**src/rtl/gc_table_streamer.sv**
```systemverilog
// Garbled-table streamer: buffers (gid, t0, t1) entries from the garbling engine in a FIFO
// and serialises each entry as N W-bit words (t0 LSW first, then t1) on a valid/ready stream.
module gc_table_streamer #(
    parameter int S     = 20,
    parameter int K     = 128,
    parameter int W     = 32,
    parameter int DEPTH = 8,
    localparam int AW   = $clog2(DEPTH)
) (
    input  logic          clk,
    input  logic          rst,
    input  logic          in_valid,
    input  logic          in_table,
    input  logic [S-1:0]  in_gid,
    input  logic [K-1:0]  t0,
    input  logic [K-1:0]  t1,
    output logic          out_valid,
    input  logic          out_ready,
    output logic [W-1:0]  out_data,
    output logic [S-1:0]  out_gid,
    output logic          out_last,
    output logic [AW:0]   level,
    output logic          overflow
);

    localparam int N  = 2 * K / W;
    localparam int NW = (N > 1) ? $clog2(N) : 1;
    localparam int E  = S + 2 * K;

    logic [E-1:0]   r_mem [DEPTH];
    logic [AW-1:0]  r_wptr;
    logic [AW-1:0]  r_rptr;
    logic [NW-1:0]  r_wcnt;
    logic [AW:0]    r_level;
    logic           r_overflow;

    logic           w_req;
    logic           w_full;
    logic           w_last_word;
    logic           w_xfer;
    logic           w_pop;
    logic           w_push;
    logic           w_drop;
    logic [E-1:0]   w_head;
    logic [2*K-1:0] w_rows;

    assign w_req       = in_valid & in_table;
    assign w_full      = (r_level == (AW+1)'(DEPTH));
    assign out_valid   = (r_level != '0);
    assign w_last_word = (r_wcnt == NW'(N - 1));
    assign w_xfer      = out_valid & out_ready;
    assign w_pop       = w_xfer & w_last_word;
    // A pop in the same cycle frees a slot, so a full FIFO still accepts.
    assign w_push      = w_req & (~w_full | w_pop);
    assign w_drop      = w_req & w_full & ~w_pop;

    // Entry layout is {gid, t0, t1}; swap rows so word i is simply w_rows[W*i +: W].
    assign w_head   = r_mem[r_rptr];
    assign w_rows   = {w_head[K-1:0], w_head[2*K-1:K]};
    assign out_gid  = w_head[E-1:2*K];
    assign out_last = out_valid & w_last_word;
    assign level    = r_level;
    assign overflow = r_overflow;

    always_comb begin
        out_data = '0;
        for (int i = 0; i < N; i++) begin
            if (r_wcnt == NW'(i)) begin
                out_data = w_rows[W*i +: W];
            end
        end
    end

    // Storage is deliberately not reset; only the pointers define what is valid.
    always_ff @(posedge clk) begin
        if (w_push) begin
            r_mem[r_wptr] <= {in_gid, t0, t1};
        end
    end

    always_ff @(posedge clk) begin
        if (rst) begin
            r_wptr     <= '0;
            r_rptr     <= '0;
            r_wcnt     <= '0;
            r_level    <= '0;
            r_overflow <= 1'b0;
        end else begin
            if (w_push) begin
                r_wptr <= r_wptr + AW'(1);
            end
            if (w_pop) begin
                r_rptr <= r_rptr + AW'(1);
            end
            if (w_xfer) begin
                r_wcnt <= w_last_word ? '0 : r_wcnt + NW'(1);
            end
            if (w_push && !w_pop) begin
                r_level <= r_level + (AW+1)'(1);
            end else if (w_pop && !w_push) begin
                r_level <= r_level - (AW+1)'(1);
            end
            if (w_drop) begin
                r_overflow <= 1'b1;
            end
        end
    end

endmodule
```
**config.mk**
```make
export PLATFORM = sky130hd
export DESIGN_NAME = gc_table_streamer
export DESIGN_NICKNAME = d
export VERILOG_FILES = /design/src/rtl/gc_table_streamer.sv
export SDC_FILE = /design/constraint.sdc
export NUM_CORES = 2
export LEC_CHECK = 0
export CAP_MARGIN = 20
export CORE_MARGIN = 1.5
export CORE_UTILIZATION = 60
export DETAILED_ROUTE_END_ITERATION = 8
export PLACE_DENSITY_LB_ADDON = 0.2
export RECOVER_POWER = 25
export SETUP_SLACK_MARGIN = 0.05
export SYNTH_ARGS = -nofsm -noshare
export SYNTH_HDL_FRONTEND = slang
export SYNTH_SLANG_ARGS = --single-unit
```
**constraint.sdc**
```tcl
create_clock -name clk -period 44.6 [get_ports clk]
set_clock_uncertainty 0.2 [all_clocks]
set_input_delay 8.92 -clock clk [delete_from_list [all_inputs] [get_ports clk]]
set_output_delay 8.92 -clock clk [all_outputs]
set_load 0.02 [all_outputs]
```
==> out/qor.yml <==
run_status:
  outcome: "completed"
cts:
  cts_setup_buffers: 0
  cts_resized: 0
  cts_sinks: 2225
  cts_buffers: 211
  cts_buffer_depth: 3
  htree_levels: 4
  clock_latency_ns: 0.84
  clk_pin_slew_ns: 0.06
  cts_tree: "built"
  hold_buffers: 0
  clockRootBuffer: "clkbuf_16"
synthesis:
  yosysUniqueCellTypes: 43
  netlist_instances: 3793
  ys.flop_type: "edfxtp_1"
  async_flop_share: 0
  ys_warn_count: 0
  ys_ff_latch: 2225
  synthesis.area_um2: 84900
  avgSynthCellArea_um2: 22.4
  synth_nets: 4086
  synth_seq_area_share: 0.785
  synth_edf_count: 2208
power_and_ir_drop:
  p_leak_nw: 28.9
  powerDensity_nw_per_um2: 44.2
  peakVddDrop_mv: 0.0486
worst_setup_path:
  critPathMaxFanout: 48
  critPathLaunchType: "flop"
  worstPathRequired_ns: 35.48
  arrival_ns: 6.25
  reg2reg_depth: 11
  criticalPathCategory: "flop to output port"
  worstSetupEndpointType: "output port"
run:
  max_cap_viol_count: 0
sta:
  final_hold_viol_count: 0
  rsz0062_at_grt: "no"
  clock.fmax_mhz: 65.0
  setup_viol: 0
  report.final.slew_viol_count: 0
  setup_tns_ns: 0
  fin_crit_sh: 0.345
  worst_slew_pin_slew_ns: 1.20
  min_period_ns: 15.37
  relSlewSlack: 0.202
die:
  die_x_um: 379
  die_area_um2: 144000
  die_h_um: 379
  core-area_um2: 140000
  num_io_pins: 340
  rows: 137
  start_util: 0.606
detailed_routing:
  drt-initial-drc-count: 3901
  dr_total_vias: 40891
  drtAntennaViolNets: 0
  routed_wl_mm: 198
  dr.pass1.iters: 6
  wl_per_cell_um: 31.6
  routed_via_density: 6.54
  drcViolationCount: 0
final_layout:
  drive_gt1_frac: 0.197
  nNetsFinal: 4481
  fill_cells: 8427
  area_growth_pct: 14.3
  postLayoutCoreUtil: 0.693
placed_design:
  numPortBuffers: 339
  gp_congestion: 0.759
  dpl.hpwl_mm: 108
grt:
  grt_usage: 0.278
  grt_overflow_total: 0
  grt_start_max_net_pins: 140
  antenna_found_initial: 104
  grt_pass1_vias: 40044
  grt_pass1_wl_mm: 283
min_path:
  hold_depth: 2
  hold_class: "flop to flop"
[final cells by class]
class	instances	area, µm²	area share
diodes	23	57.6	0.000593
clock buffers	257	5500	0.0566
clock inverters	126	1190	0.0123
inverters	5	18.8	0.000193
multi-input cells	1337	17100	0.177
flip-flops and latches	2225	66700	0.687
well taps	1876	2350	0.0242
repair buffers	408	4110	0.0424
[logic make-up (layout without fill, tap and decap cells)]
group | Yosys count | count (layout) | share of synthesized area
AOI/OAI and AO/OA | 396 | 396 | 0.0372
muxes | 797 | 797 | 0.153
xor gates and xnor gates | 7 | 7 | 0.000722
adders and majority gates | 12 | 12 | 0.00186
and+or+nand+nor | 125 | 125 | 0.00746
buffers and inverters | 231 | 796 | 0.0148
DFF | 2225 | 2225 | 0.785
other | 0 | 23 | 0
[cell usage in the layout, fill, tap and decap left out, drive strengths merged, types with 2 or more instances in the layout]
cell,n
xnor2,3
clkinvlp,4
nor4b,3
and2,4
mux4,392
clkbuf,257
mux2,84
nor3,4
nor2,16
dfxtp,17
mux2i,321
o221ai,64
dlygate4sd3,159
buf,69
edfxtp,2208
inv,13
nor2b,3
clkinv,96
xor2,4
a21oi,8
a311o,32
nand3,68
diode,23
a221oi,32
nand2b,2
o211ai,32
clkdlybuf4s50,180
nor3b,3
ha,11
a22oi,160
o22ai,32
bufinv,18
nand2,16
a311oi,32
[worst paths after layout]
check             from           to  slack, ns
max reg2reg  r_wcnt[2]  r_mem[5][4]      38.49
max               flop  out_data[0]      29.23
min reg2reg  r_wcnt[1]    r_wcnt[1]       0.32
min          r_wcnt[1]    r_wcnt[1]       0.32
[worst max-delay path: stages, from the launching register on]
cell and delay (ns):
dfxtp_4 1.00, buf_4 0.71, buf_4 0.70, buf_4 0.83
mux4_2 0.59, mux2_2 0.29, a22oi_1 0.39, o211ai_1 0.15
clkdlybuf4s50_1 0.65
[per-stage QoR]
step                power, W  setup slack (ns)  hold WS [ns]  cell area, µm²  instances
floorplan            0.00249              5.44         0.247           84900       3793
global placement     0.00260             29.89         0.289           90300       5851
detailed placement   0.00261             29.86         0.298           90300       5851
CTS                  0.00432             28.94         0.312           97000       6234
global route         0.00440             28.68         0.334           97000       6238
finish               0.00429             29.23         0.318           97000       6257
[power breakdown]
part	internal, W	switching [W]
combinational	0.0000792	0.000146
sequential	0.00233	0.00000731
clock	0.000980	0.000746
total	0.00339	0.000899
[per-layer routing]
metal,part of all wire,vias to the layer above,GRT usage
li1,-,17114,-
met1,0.39,21545,0.385
met2,0.49,1714,0.441
met3,0.087,428,0.0705
met4,0.030,90,0.0825
met5,0.0029,-,0
[cells in the mapped netlist (all sizes together) (64+ instances only)]
cell type  number  area [µm²]
mux2           84         946
o221ai         64         561
nand3          68         340
clkbuf        109         409
mux4          392        8830
mux2i         321        3210
a22oi         160        1200
buf           117         828
edfxtp       2208       66300
[state kept, by name, summed over array words and instances, names as in the netlist, named ones only]
register,count
level,4
r_wptr,3
r_rptr,3
r_wcnt,3
overflow,1
r_mem,2208
(Power assumes the default switching activity.)
